==> config.mk <==
export PLATFORM = sky130hd
export DESIGN_NAME = instr_prefetch_buf
export DESIGN_NICKNAME = d
export VERILOG_FILES = /design/src/rtl/instr_prefetch_buf.sv
export SDC_FILE = /design/constraint.sdc
export NUM_CORES = 1
export LEC_CHECK = 0
export CAP_MARGIN = 10
export CELL_PAD_IN_SITES_DETAIL_PLACEMENT = 0
export CELL_PAD_IN_SITES_GLOBAL_PLACEMENT = 1
export CORE_MARGIN = 2
export CORE_UTILIZATION = 50
export CTS_CLUSTER_SIZE = 25
export DETAILED_ROUTE_END_ITERATION = 8
export GPL_ROUTABILITY_DRIVEN = 0
export PLACE_DENSITY = 0.89
export SYNTH_ARGS = -nofsm -noshare
export SYNTH_HDL_FRONTEND = slang
export SYNTH_SLANG_ARGS = --single-unit
==> constraint.sdc <==
create_clock -name clk -period 24.7 [get_ports clk]
set_clock_uncertainty 0.1 [all_clocks]
set_input_delay 7.41 -clock clk [delete_from_list [all_inputs] [get_ports clk]]
set_output_delay 7.41 -clock clk [all_outputs]
set_load 0.005 [all_outputs]
==> src/rtl/instr_prefetch_buf.sv <==
// Sequential instruction prefetcher: issues word reads, buffers returns in a
// small FIFO and hands them to fetch over valid/ready, flushing on redirect.
module instr_prefetch_buf #(
    parameter int unsigned ADDR_WIDTH = 18,
    parameter int unsigned DATA_WIDTH = 32,
    parameter int unsigned DEPTH = 4,
    parameter logic [ADDR_WIDTH-1:0] BOOT_ADDR = 18'h20080
) (
    input  logic                  clk,
    input  logic                  rst,
    input  logic                  fetch_en_i,
    input  logic                  branch_i,
    input  logic [ADDR_WIDTH-1:0] branch_addr_i,
    output logic                  instr_valid_o,
    output logic [DATA_WIDTH-1:0] instr_rdata_o,
    output logic [ADDR_WIDTH-1:0] instr_addr_o,
    input  logic                  instr_ready_i,
    output logic                  mem_en_o,
    output logic [ADDR_WIDTH-1:0] mem_addr_o,
    input  logic [DATA_WIDTH-1:0] mem_rdata_i
);

    localparam int unsigned PW = $clog2(DEPTH);
    localparam int unsigned CW = PW + 1;

    typedef enum logic {
        IDLE,
        FETCH
    } state_e;

    state_e state_q;

    logic [ADDR_WIDTH-1:0] pc_q, pc_d;
    logic [ADDR_WIDTH-1:0] iss_addr_q;
    logic [ADDR_WIDTH-1:0] tgt;
    logic [CW-1:0]         count_q, count_d;
    logic [PW-1:0]         rd_ptr_q, rd_ptr_d;
    logic [PW-1:0]         wr_ptr_q, wr_ptr_d;
    logic                  inflight_q;
    logic                  discard_q;

    logic [DATA_WIDTH-1:0] data_q [DEPTH];
    logic [ADDR_WIDTH-1:0] tag_q  [DEPTH];
    logic [DATA_WIDTH-1:0] rdata_hold_q;
    logic [ADDR_WIDTH-1:0] addr_hold_q;

    logic active;
    logic slot_ok;
    logic not_empty;
    logic push;
    logic pop;

    assign tgt       = branch_addr_i & ~ADDR_WIDTH'(3);
    assign active    = (state_q == FETCH) || fetch_en_i;
    // Occupancy plus the outstanding read; a same-cycle pop earns no credit.
    assign slot_ok   = ({1'b0, count_q} + {{CW{1'b0}}, inflight_q})
                       < (CW+1)'(DEPTH);
    assign mem_en_o  = !rst && (branch_i ? fetch_en_i : (active && slot_ok));
    assign mem_addr_o = branch_i ? tgt : pc_q;

    assign not_empty     = (count_q != '0);
    assign instr_valid_o = not_empty && !branch_i;
    assign pop           = instr_valid_o && instr_ready_i;
    assign push          = inflight_q && !discard_q && !branch_i;

    // Once empty the head outputs freeze on the last word presented.
    assign instr_rdata_o = not_empty ? data_q[rd_ptr_q] : rdata_hold_q;
    assign instr_addr_o  = not_empty ? tag_q[rd_ptr_q]  : addr_hold_q;

    always_comb begin
        pc_d     = pc_q;
        count_d  = count_q;
        rd_ptr_d = rd_ptr_q;
        wr_ptr_d = wr_ptr_q;
        if (branch_i) begin
            pc_d     = mem_en_o ? tgt + ADDR_WIDTH'(4) : tgt;
            count_d  = '0;
            rd_ptr_d = '0;
            wr_ptr_d = '0;
        end else begin
            if (mem_en_o) begin
                pc_d = pc_q + ADDR_WIDTH'(4);
            end
            count_d  = count_q + CW'(push) - CW'(pop);
            rd_ptr_d = rd_ptr_q + PW'(pop);
            wr_ptr_d = wr_ptr_q + PW'(push);
        end
    end

    always_ff @(posedge clk) begin
        if (rst) begin
            state_q      <= IDLE;
            pc_q         <= BOOT_ADDR;
            iss_addr_q   <= '0;
            count_q      <= '0;
            rd_ptr_q     <= '0;
            wr_ptr_q     <= '0;
            inflight_q   <= 1'b0;
            discard_q    <= 1'b0;
            rdata_hold_q <= '0;
            addr_hold_q  <= '0;
        end else begin
            unique case (state_q)
                IDLE: begin
                    if (fetch_en_i) begin
                        state_q <= FETCH;
                    end
                end
                FETCH: begin
                    if (!fetch_en_i && !branch_i) begin
                        state_q <= IDLE;
                    end
                end
            endcase
            pc_q       <= pc_d;
            count_q    <= count_d;
            rd_ptr_q   <= rd_ptr_d;
            wr_ptr_q   <= wr_ptr_d;
            inflight_q <= mem_en_o;
            discard_q  <= branch_i && !mem_en_o;
            if (mem_en_o) begin
                iss_addr_q <= mem_addr_o;
            end
            if (not_empty) begin
                rdata_hold_q <= data_q[rd_ptr_q];
                addr_hold_q  <= tag_q[rd_ptr_q];
            end
        end
    end

    always_ff @(posedge clk) begin
        if (push && !rst) begin
            data_q[wr_ptr_q] <= mem_rdata_i;
            tag_q[wr_ptr_q]  <= iss_addr_q;
        end
    end

    count_bound_a : assert property (
        @(posedge clk) disable iff (rst) count_q <= CW'(DEPTH)
    );

endmodule
# Word-level counts from Yosys, hierarchy flattened
# Memory sizes are Yosys's and may differ from the RTL's. A register that Yosys moved wholly into a read port is not among the register bits.
# Index checks and enable logic that the tools add are counted.
dict set report word_totals {
  reg_bits 96
  elab_cells 53
  out_inout_bits 70
  memories 2
  mem_bits_rw 200
  inputBits 55
}
dict set report classes {
  order_cmp 1
  bitwise_logic 1
  n_mux 14
  reduce_logical 18
  add_sub_neg 7
}
# memory words width rd rd_ports_with_merged_regs wr line
set memory_table {}
lappend memory_table {data_q 4 32 1 1 1 42} ;# logic [DATA_WIDTH-1:0] data_q [DEPTH];
lappend memory_table {tag_q 4 18 1 1 1 43} ;# logic [ADDR_WIDTH-1:0] tag_q [DEPTH];
# op count
set ops {}
lappend ops {{2-to-1 mux 18 bit} 5}
lappend ops {{adder 18 x 3 -> 18 bit, second input constant} 2}
lappend ops {{2-to-1 mux 32 bit} 1}
lappend ops {{logical AND 1 bit} 9}
lappend ops {{zero test 1 bit} 5}
lappend ops {{2-to-1 mux 1 bit} 5}
lappend ops {{adder 2 x 1 -> 2 bit} 2}
lappend ops {{adder 3 x 1 -> 4 bit} 1}
lappend ops {{< comparator 4 x 3 -> 1 bit, second input constant} 1}
lappend ops {{2-to-1 mux 2 bit} 2}
lappend ops {{adder 3 x 1 -> 3 bit} 1}
lappend ops {{nonzero test 3 bit} 1}
lappend ops {{subtractor 3 x 1 -> 3 bit} 1}
lappend ops {{one-hot mux 1 bit (2 select lines)} 1}
lappend ops {{nonzero test 2 bit} 1}
lappend ops {{OR reduction 2 bit} 1}
lappend ops {{logical OR 1 bit} 1}
lappend ops {{NOT 1 bit} 1}

# Depth between registers and ports, before layout
# Gate-level depths: netlist of the first run.
dict set report logic_depth {
  word_depth 7
  ltp_mapped 8
  depth_no_buf 7
}

# Least setup slack after synthesis of the first run
# OpenSTA, ideal clock, no wires.
dict set report synth_path {
  kind {input to output}
  from {input port branch_i}
  to {output port mem_addr_o[14]}
  path_stages 5
  required_ns 17.190
  n_path_buf 3
  t_arrival_ns 8.275
  setup_slack_ns 8.915
  path_cell_list {buf_6 > clkbuf_1 > clkbuf_1 > nand2_1 > nand2_1}
}
dict set report synth_between {
  elab_chain_cells 1
}
# item line
set synth_lines {}
lappend synth_lines {{from (decl)} 12} ;# input logic branch_i,
lappend synth_lines {{2-to-1 mux 18 bit} 59} ;# assign mem_addr_o = branch_i ? tgt : pc_q;
lappend synth_lines {{to (decl)} 19} ;# output logic [ADDR_WIDTH-1:0] mem_addr_o,
# No other way between the ends.

# Worst setup path in the final report of the first run
dict set report layout_path {
  from {input port branch_i}
  to {output port mem_en_o}
}
dict set report layout_between {
  elab_chain_cells 2
}
# item line
set layout_lines {}
lappend layout_lines {{2-to-1 mux 1 bit} 58} ;# assign mem_en_o = !rst && (branch_i ? fetch_en_i : (active && slot_ok));
lappend layout_lines {{logical AND 1 bit} 58}
lappend layout_lines {{to (decl)} 18} ;# output logic mem_en_o,
# No other way between the ends.

==> results.py, run 1 <==
metrics = {
    "outcome": {
        "status": "finished clean",
    },
    "sta": {
        "drv_slew": 0,
        "period_share_pct": 71.1,
        "worstMarginPinSlew_ps": 1080,
        "slew_headroom_pct": 28.1,
        "fmax_mhz": 57.0,
        "whs_ps": 397,
        "period_needed_ps": 17550,
        "hold_viol_final": 0,
        "setup_viol": 0,
        "fin_tns_setup_ps": 0,
        "rsz0062_at_grt": "false",
    },
    "worst_setup_path": {
        "cp_max_fo": 35,
        "crit_path_start": "branch_i",
        "reg2reg_depth": 7,
        "reg2reg_slack_ps": 22200,
        "cp_cell_sequence": "clkdlybuf4s50_1, buf_4, inv_1, o221a_2, nor2_1, buf_4, clkdlybuf4s50_1",
        "crit_path_end_kind": "primary output",
        "reg2reg_to": "pc_q[16]",
        "cp_slowest_cell": "clkdlybuf4s50_1",
        "cp-start-kind": "input port",
        "rr_startpoint": "count_q[2]",
        "cp_slowest_stage_delay_ps": 570,
        "path_depth": 7,
        "crit_type": "in2out",
        "cp.arrival_ps": 10040,
        "crit_family": "buffers and inverters",
        "crit_path_end": "mem_en_o",
        "required_ps": 17190,
        "crit_buf_inv": 5,
    },
    "synthesis": {
        "synth_top_family_by_area": "multiplexers",
        "ys_seq_area_share_pct": 67.2,
        "synthArstFlopShare_pct": 0,
        "synth_compound_area_share_pct": 2.53,
        "synthTopCellsByArea": "edfxtp_1 (51%), dfxtp_1 (16%), mux4_2 (9.6%)",
        "syn_area_mm2": 0.0115,
        "synth-edff-count": 196,
        "synth_area_leader_cell": "edfxtp_1",
        "synthSimpleGateAreaFrac_pct": 9.44,
        "avgSynthCellArea_um2": 15.9,
        "synthFlopType": "edfxtp_1",
        "synthXorXnorAreaFrac_pct": 2.20,
        "syn_inst": 723,
        "synthMuxAreaShare_pct": 15.9,
        "yosys_warnings": 0,
        "synth.distinct_cells": 51,
        "yosys.area_share.adder_pct": 0.716,
        "ys_ff_latch": 289,
        "synth_top_cell_area_share_pct": 51.1,
    },
    "pwr": {
        "p_sw_share_pct": 20.4,
        "clock_power_share_pct": 40.1,
        "power_w": 0.000997,
        "power.ir.vdd_worst_mv": 0.0488,
        "p_int_w": 0.000794,
        "p_comb_share_pct": 6.6,
        "pwr-share-seq_pct": 53.4,
        "p_leak_nw": 4.72,
        "power_density_mw_per_mm2": 71.7,
        "switchingPower_w": 0.000203,
    },
    "clocking": {
        "cts_tree": "yes",
        "clk_latency_ps": 520,
        "cts_resized": 0,
        "cts_made_buffers": 29,
        "postCtsSetupBuffers": 0,
        "h-tree-depth": 1,
        "cts.sinks": 289,
        "cts_hold_repair.buffers": 0,
        "clockRootBuffer": "clkbuf_16",
        "cts_buffer_depth": 3,
        "clk_pin_slew_ps": 60,
    },
    "layout": {
        "fill_cells": 1674,
        "regArea_mm2": 0.00775,
        "n_antenna_cell": 0,
        "fin_nets": 907,
        "multiInputGateArea_mm2": 0.00358,
        "utilization_pct": 61.4,
        "final_layout_size_suffix_gt1_share_pct": 20.6,
        "syn_to_final_growth_pct": 20.6,
    },
    "routing": {
        "wl_mm": 22.5,
        "drc_errors": 0,
        "wl_per_cell_um": 19.6,
        "ant_nets": 0,
        "viasPerCell": 5.57,
        "dr.pass1.iters": 4,
        "via_count": 6420,
        "drt_iter0_drc": 314,
    },
    "floorplanning": {
        "design.core.area_mm2": 0.0226,
        "start_util_pct": 50.9,
        "die_w_um": 156,
        "die_height_um": 156,
        "io_pins": 125,
        "rows": 55,
        "dieArea_mm2": 0.0243,
    },
    "run": {
        "maxCapViolCount": 0,
    },
    "global_route": {
        "grt_remaining_overflow": 0,
        "grt_pass1_vias": 6652,
        "grt_antenna_before_repair": 0,
        "grt_max_degree": 60,
        "track_usage_pct": 19.0,
        "grt_pass1_wl_mm": 36.0,
    },
    "worst_hold_path": {
        "hp-class": "reg2reg",
    },
    "place": {
        "dp_hpwl_mm": 13.5,
        "portBuffers": 120,
    },
}
-- power by group through the flow --
stage	sequential, W	clock, W	combinational [W]
finish	0.000532	0.000400	0.0000656
global route	0.000533	0.000431	0.0000713
CTS	0.000532	0.000409	0.0000662
detailed placement	0.000542	0	0.0000656
global placement	0.000542	0	0.0000647
floorplan	0.000541	0	0.0000323
-- synthesized netlist by cell type, types with 3 or more instances --
| cell type | instances |
|---|---|
| edfxtp_1 | 196 |
| o21ai_0 | 7 |
| mux2i_1 | 3 |
| nor4_1 | 7 |
| nand2_1 | 19 |
| ha_1 | 5 |
| nand3_1 | 13 |
| and3_1 | 7 |
| buf_4 | 4 |
| dfxtp_1 | 93 |
| buf_2 | 14 |
| xor2_1 | 14 |
| xnor2_1 | 15 |
| nor3b_1 | 3 |
| mux2_2 | 62 |
| a21oi_1 | 8 |
| a211oi_1 | 3 |
| nand4_1 | 11 |
| nor2_1 | 37 |
| nor3_1 | 30 |
| mux4_2 | 49 |
| inv_1 | 8 |
| and2_1 | 54 |
| o22ai_1 | 4 |
| clkbuf_1 | 23 |
-- layout by cell type (no fill, tap or decap), types with 6 or more instances in the layout --
cell             count
clkinv_1             8
mux2_2              62
o21ai_0              7
and2_1              54
and3_1               6
xnor2_1             15
buf_4               13
nor4_1               6
clkdlybuf4s50_1    120
nand2_1             19
mux4_2              49
xor2_1              14
edfxtp_1           196
inv_1                7
nand4_1             11
a21oi_1              8
nor3_1              29
clkbuf_16           30
clkbuf_1             6
nor2_1              36
nand3_1             13
dfxtp_1             91
-- flip-flops by register name, indices dropped and copies added (netlist names) --
| register | flops |
|---|---|
| addr_hold_q | 18 |
| count_q | 3 |
| data_q | 128 |
| discard_q | 1 |
| inflight_q | 1 |
| iss_addr_q | 17 |
| pc_q | 16 |
| rd_ptr_q | 2 |
| rdata_hold_q | 32 |
| state_q | 1 |
| tag_q | 68 |
| wr_ptr_q | 2 |
-- metrics by stage --
| stage | setup WS, ps | area, um^2 | std cells |
|---|---|---|---|
| finish | 7150 | 13900 | 1153 |
| global route | 7010 | 13900 | 1153 |
| CTS | 7150 | 13900 | 1153 |
| floorplan | 8910 | 11500 | 724 |
| detailed placement | 7170 | 13000 | 1100 |
| global placement | 7160 | 13000 | 1100 |
-- worst reg2reg max path: stages (launching register included) --
cell and delay [ps]:
dfxtp_1 370, ha_1 260, o211a_1 270, o221a_2 450, nor2_1 160, buf_4 300
a311oi_1 160, a2111oi_2 330
-- worst min path at each step --
stage / startpoint / end / slack [ps] / depth (start not counted)
finish: iss_addr_q[15] / tag_q[1][15] / 400 / 0
global route: iss_addr_q[6] / tag_q[1][6] / 420 / 0
CTS: iss_addr_q[15] / tag_q[1][15] / 400 / 0
detailed placement: iss_addr_q[15] / tag_q[0][15] / 390 / 0
global placement: iss_addr_q[6] / tag_q[3][6] / 380 / 0
floorplan: iss_addr_q[1] / tag_q[0][1] / 350 / 0
-- metal layers --
| layer | vias to the layer above | GRT usage [%] | routed length [um] |
|---|---|---|---|
| met5 | - | 0 | 0 |
| met4 | 0 | 3.45 | 181 |
| met1 | 3211 | 25.8 | 9880 |
| li1 | 3008 | - | - |
| met3 | 15 | 3.78 | 1420 |
| met2 | 186 | 32.6 | 11100 |
-- area by class of cell --
class	instances	area share, %
clock inverter	13	0.423
sequential	289	55.7
inverter	8	0.216
multi-input combinational	385	25.8
tap	285	2.56
clock buffer	40	5.96
timing repair buffer	133	9.34
-- cell families after synthesis --
group | Yosys count
and+or+nand+nor | 196
xor gates and xnor gates | 29
buffers and inverters | 50
muxes | 114
AOI/OAI and AO/OA | 38
DFF | 289
adders and majority gates | 6
other | 1
(Power assumes the default switching activity.)
==> run 2, diff against run 1 <==
--- a/config.mk
+++ b/config.mk
@@ -9,11 +9,11 @@
 export CELL_PAD_IN_SITES_DETAIL_PLACEMENT = 0
 export CELL_PAD_IN_SITES_GLOBAL_PLACEMENT = 1
 export CORE_MARGIN = 2
-export CORE_UTILIZATION = 50
+export CORE_UTILIZATION = 47
 export CTS_CLUSTER_SIZE = 25
 export DETAILED_ROUTE_END_ITERATION = 8
 export GPL_ROUTABILITY_DRIVEN = 0
-export PLACE_DENSITY = 0.89
+export PLACE_DENSITY = 0.85
 export SYNTH_ARGS = -nofsm -noshare
 export SYNTH_HDL_FRONTEND = slang
 export SYNTH_SLANG_ARGS = --single-unit
==> constraint.sdc (replaced) <==
create_clock -name clk -period 16.2 [get_ports clk]
set_clock_uncertainty 0.1 [all_clocks]
set_input_delay 4.86 -clock clk [delete_from_list [all_inputs] [get_ports clk]]
set_output_delay 4.86 -clock clk [all_outputs]
set_load 0.005 [all_outputs]
==> run 2 against run 1 <==
Net effect:
- cell count grew 3.5%
- sequential share of layout area down 0.58 points
- flip-flop and latch count unchanged
- utilization is 3.3 points lower
- via count down 0.89%
- worst setup slack worse by 3100 ps
- first-iteration DRC count increased by 29%
- power is 58% higher
- critical path type unchanged
==> results.py, run 2 (synthesis gave the netlist of run 1 again) <==
metrics = {
    "worst_setup_path": {
        "cp-start-kind": "input port",
        "crit_type": "in2out",
        "cp.arrival_ps": 7230,
        "reg2reg_depth": 7,
        "crit_path_start": "branch_i",
        "cp_max_fo": 22,
        "reg2reg_slack_ps": 13640,
        "rr_startpoint": "count_q[2]",
        "crit_path_end_kind": "primary output",
        "crit_path_end": "mem_en_o",
        "required_ps": 11240,
        "reg2reg_to": "count_q[2]",
    },
    "pwr": {
        "p_int_w": 0.00126,
        "p_comb_share_pct": 6.4,
        "clock_power_share_pct": 42.2,
        "switchingPower_w": 0.000317,
        "power.ir.vdd_worst_mv": 0.0671,
        "pwr-share-seq_pct": 51.4,
        "p_sw_share_pct": 20.1,
        "power_density_mw_per_mm2": 112,
        "p_leak_nw": 4.77,
    },
    "floorplanning": {
        "dieArea_mm2": 0.0258,
        "rows": 57,
        "design.core.area_mm2": 0.0242,
        "io_pins": 125,
        "die_w_um": 161,
        "start_util_pct": 47.7,
        "die_height_um": 161,
    },
    "clocking": {
        "cts.sinks": 289,
        "clk_latency_ps": 540,
        "cts_buffer_depth": 3,
        "cts_hold_repair.buffers": 0,
        "h-tree-depth": 1,
        "cts_made_buffers": 29,
        "postCtsSetupBuffers": 0,
        "clockRootBuffer": "clkbuf_16",
        "clk_pin_slew_ps": 60,
        "cts_tree": "yes",
        "cts_resized": 0,
    },
    "routing": {
        "wl_mm": 22.4,
        "wl_per_cell_um": 18.8,
        "via_count": 6363,
        "drc_errors": 0,
        "viasPerCell": 5.33,
        "dr.pass1.iters": 5,
        "ant_nets": 0,
        "drt_iter0_drc": 404,
    },
    "layout": {
        "utilization_pct": 58.1,
        "n_antenna_cell": 0,
        "layout_commonest_cell": "edfxtp_1",
        "syn_to_final_growth_pct": 21.9,
        "final_cell_mix": "edfxtp_1 (196), clkdlybuf4s50_1 (120), dfxtp_1 (91)",
        "final_layout_size_suffix_gt1_share_pct": 21.6,
        "fin_nets": 909,
        "largest_register_ffs": 128,
        "reg_top3": "data_q x128, tag_q x68, rdata_hold_q x32",
        "final_cells": 1193,
        "largest-register": "data_q",
    },
    "place": {
        "dp_hpwl_mm": 13.7,
        "portBuffers": 120,
        "placed_cells": 1141,
    },
    "global_route": {
        "grt_max_degree": 60,
        "grt_remaining_overflow": 0,
        "grt_pass1_wl_mm": 35.7,
        "grt_antenna_before_repair": 0,
        "grt_pass1_vias": 6614,
        "track_usage_pct": 17.6,
    },
    "run": {
        "maxCapViolCount": 0,
    },
    "sta": {
        "drv_slew": 0,
        "rsz0062_at_grt": "false",
        "slew_headroom_pct": 30.7,
        "fmax_mhz": 82.1,
        "period_needed_ps": 12190,
        "fin_tns_setup_ps": 0,
        "hold_viol_final": 0,
        "worstMarginPinSlew_ps": 1040,
        "period_share_pct": 75.2,
        "setup_viol": 0,
    },
    "outcome": {
        "status": "finished clean",
    },
    "worst_hold_path": {
        "hp-class": "reg2reg",
    },
}
## run 2: cell types whose count changed in the layout (fill, tap and decap cells not counted), sizes merged
| cell | change |
|---|---|
| buf | +2 |
| bufinv | +4 |
| inv | +1 |
| clkinv | -3 |
| clkbuf | -3 |
## run 2: metal layers
metal / share of wire, % / wire, um / GRT usage (%) / up-vias
li1: - / - / - / 3007
met1: 45 / 10200 / 24.8 / 3141
met2: 48 / 10700 / 29.1 / 184
met3: 5.5 / 1240 / 2.76 / 31
met4: 1.4 / 319 / 4.22 / 0
met5: 0 / 0 / 0 / -
## run 2: cell type report
class,count,area [um^2]
clock inverters,15,179
clock buffers,37,786
repair buffers,135,1310
flip-flops and latches,289,7750
inverters,8,30.0
well taps,324,405
multi-input cells,385,3590
fillers,1819,10100
## run 2: how the worst min path moves through the flow
stage,startpoint,depth (start not counted),endpoint,slack (ps)
after floorplan,iss_addr_q[1],0,tag_q[0][1],350
after global placement,iss_addr_q[1],0,tag_q[3][1],370
after detailed placement,iss_addr_q[1],0,tag_q[2][1],390
after CTS,iss_addr_q[1],0,tag_q[0][1],400
after global routing,iss_addr_q[1],0,tag_q[0][1],410
final,iss_addr_q[1],0,tag_q[0][1],390
## run 2: critical path, cell delays in order
cell and delay (ps):
clkdlybuf4s50_1 730, buf_4 380, nor2b_1 200, o21ai_2 70, nor2_1 110, buf_4 300
clkdlybuf4s50_1 560
## run 2: through the flow
stage | worst slack (ps) | hold slack, ps | cell area [um^2] | total power (W)
floorplan | 5040 | 352 | 11500 | 0.000873
global placement | 3990 | 368 | 13100 | 0.000926
detailed placement | 4010 | 387 | 13100 | 0.000928
CTS | 4010 | 399 | 14100 | 0.00160
global route | 3880 | 409 | 14100 | 0.00163
finish | 4010 | 394 | 14100 | 0.00158
## run 2: power groups by stage
stage | Sequential [W] | Clock, W | Combinational [W]
6_report | 0.000811 | 0.000667 | 0.000100
5_1_grt | 0.000812 | 0.000713 | 0.000109
4_1_cts | 0.000811 | 0.000685 | 0.000102
3_5_place_dp | 0.000827 | 0 | 0.000101
3_3_place_gp | 0.000826 | 0 | 0.000100
2_1_floorplan | 0.000824 | 0 | 0.0000493
==> run 3, diff against run 2 <==
--- a/config.mk
+++ b/config.mk
@@ -9,11 +9,11 @@
 export CELL_PAD_IN_SITES_DETAIL_PLACEMENT = 0
 export CELL_PAD_IN_SITES_GLOBAL_PLACEMENT = 1
 export CORE_MARGIN = 2
-export CORE_UTILIZATION = 47
+export CORE_UTILIZATION = 43
 export CTS_CLUSTER_SIZE = 25
 export DETAILED_ROUTE_END_ITERATION = 8
 export GPL_ROUTABILITY_DRIVEN = 0
-export PLACE_DENSITY = 0.85
+export PLACE_DENSITY = 0.82
 export SYNTH_ARGS = -nofsm -noshare
 export SYNTH_HDL_FRONTEND = slang
 export SYNTH_SLANG_ARGS = --single-unit
==> constraint.sdc (replaced) <==
create_clock -name clk -period 11.2 [get_ports clk]
set_clock_uncertainty 0.1 [all_clocks]
set_input_delay 3.36 -clock clk [delete_from_list [all_inputs] [get_ports clk]]
set_output_delay 3.36 -clock clk [all_outputs]
set_load 0.005 [all_outputs]
==> run 3 against run 2 <==
Net effect:
- worst setup slack worse by 1900 ps
- critical path depth is the same
- hold slack better by 6.7 ps
- count of clock-buffer cells in the layout up 4
- combinational power grew 44%
- design area grew 0.18%
- sequential share of layout area shrank 0.098 points
- non-clock buffer count fell by 3
- clock power up 50%
- utilization is 4.4 points lower
- flip-flop and latch count stayed put
- via count grew 0.33%
==> results.py, run 3 (synthesis gave the netlist of run 1 again) <==
metrics = {
    "clocking": {
        "cts_tree": "yes",
        "postCtsSetupBuffers": 0,
        "clockRootBuffer": "clkbuf_16",
        "cts.sinks": 289,
        "cts_buffer_depth": 3,
        "h-tree-depth": 1,
        "cts_hold_repair.buffers": 0,
        "cts_resized": 0,
        "cts_made_buffers": 29,
        "clk_latency_ps": 530,
        "clk_pin_slew_ps": 60,
    },
    "routing": {
        "ant_nets": 0,
        "route.met3.wl_mm": 1.00,
        "wirelength_met1_mm": 10.7,
        "via_count": 6384,
        "wl_mm": 22.6,
        "drc_errors": 0,
        "wl_per_cell_um": 18.8,
        "viasPerCell": 5.31,
        "dr_wl_met2_mm": 10.6,
        "routed.top_layer": "met4",
        "dr.pass1.iters": 4,
        "drt_iter0_drc": 395,
    },
    "sta": {
        "fmax_mhz": 110,
        "period_needed_ps": 9060,
        "hold_viol_final": 0,
        "setup_viol": 0,
        "whs_ps": 401,
        "fin_tns_setup_ps": 0,
        "rsz0062_at_grt": "false",
        "slew_headroom_pct": 29.9,
        "period_share_pct": 80.9,
        "worstMarginPinSlew_ps": 1050,
        "drv_slew": 0,
    },
    "layout": {
        "final_cell_area_mm2": 0.0141,
        "final_cell_mix": "edfxtp_1 (196), clkdlybuf4s50_1 (120), dfxtp_1 (91)",
        "largest_register_ffs": 128,
        "layout_commonest_cell": "edfxtp_1",
        "utilization_pct": 53.7,
        "final_layout_size_suffix_gt1_share_pct": 21.1,
        "fill_cells": 2137,
        "largest-register": "data_q",
        "n_antenna_cell": 0,
        "syn_to_final_growth_pct": 22.1,
        "reg_top3": "data_q x128, tag_q x68, rdata_hold_q x32",
        "fin_nets": 906,
    },
    "worst_setup_path": {
        "crit_type": "in2out",
        "crit_path_end_kind": "primary output",
        "reg2reg_slack_ps": 8440,
        "cp-start-kind": "input port",
        "reg2reg_to": "count_q[2]",
        "reg2reg_depth": 8,
        "cp.arrival_ps": 5600,
        "required_ps": 7740,
        "rr_startpoint": "count_q[2]",
        "cp_max_fo": 35,
    },
    "pwr": {
        "power_w": 0.00232,
        "power_density_mw_per_mm2": 165,
        "power.ir.vdd_worst_mv": 0.0940,
        "p_leak_nw": 4.77,
    },
    "worst_hold_path": {
        "hp-start": "iss_addr_q[1]",
        "whs_path_depth": 0,
        "hold_path_end": "tag_q[0][1]",
        "hp-class": "reg2reg",
    },
    "global_route": {
        "grt_pass1_wl_mm": 36.4,
        "grt_pass1_vias": 6539,
        "grt_max_degree": 60,
        "grt_remaining_overflow": 0,
        "track_usage_pct": 16.3,
        "grt_antenna_before_repair": 0,
    },
    "floorplanning": {
        "io_pins": 125,
        "design.core.area_mm2": 0.0262,
        "die_height_um": 168,
        "die_w_um": 168,
        "start_util_pct": 44.0,
        "dieArea_mm2": 0.0281,
        "rows": 59,
    },
    "place": {
        "dpl_cell_area_mm2": 0.0131,
        "portBuffers": 120,
        "dp_hpwl_mm": 13.4,
    },
    "outcome": {
        "status": "finished clean",
    },
    "run": {
        "maxCapViolCount": 0,
    },
}
[run 3: cell types whose count changed in the layout (fill, tap and decap cells not counted), sizes merged]
cell / delta
clkbuf: +4
buf: -3
clkinv: -5
bufinv: +1
inv: +1
[run 3: per-stage QoR]
step,std cells,setup WS (ps)
floorplan,724,1540
global placement,1149,2140
detailed placement,1149,2140
CTS,1202,2140
global route,1202,1920
finish,1202,2140
[run 3: per-layer routing]
layer	global-route usage, %	vias to the layer above
li1	-	3002
met1	23.5	3185
met2	26.5	173
met3	2.43	24
met4	3.52	0
met5	0	-
[run 3: power by group]
group | internal (W) | switching [W]
sequential | 0.00116 | 0.0000148
combinational | 0.0000792 | 0.0000645
clock | 0.000619 | 0.000384
[run 3: worst max-delay path by stage]
stage                  start      endpoint  slack (ps)  depth (start not counted)
floorplan           branch_i  data_q[1][0]        1540                          4
global placement    branch_i      mem_en_o        2140                          7
detailed placement  branch_i      mem_en_o        2140                          7
CTS                 branch_i      mem_en_o        2140                          7
global route        branch_i      mem_en_o        1920                          7
finish              branch_i      mem_en_o        2140                          7
[run 3: layout make-up]
class	count	area (um^2)	area share, %
Clock inverter	12	191	1.36
Timing Repair Buffer	132	1290	9.17
Tap cell	335	419	2.98
Inverter	8	30.0	0.213
Sequential cell	289	7750	55.1
Multi-Input combinational cell	385	3580	25.4
Clock buffer	41	811	5.76
[run 3: worst max-delay path: stages]
cell and delay [ps]:
clkdlybuf4s50_1 450, buf_4 350, inv_1 110, o221a_2 300, nor2_1 150, buf_4 290
clkdlybuf4s50_1 570
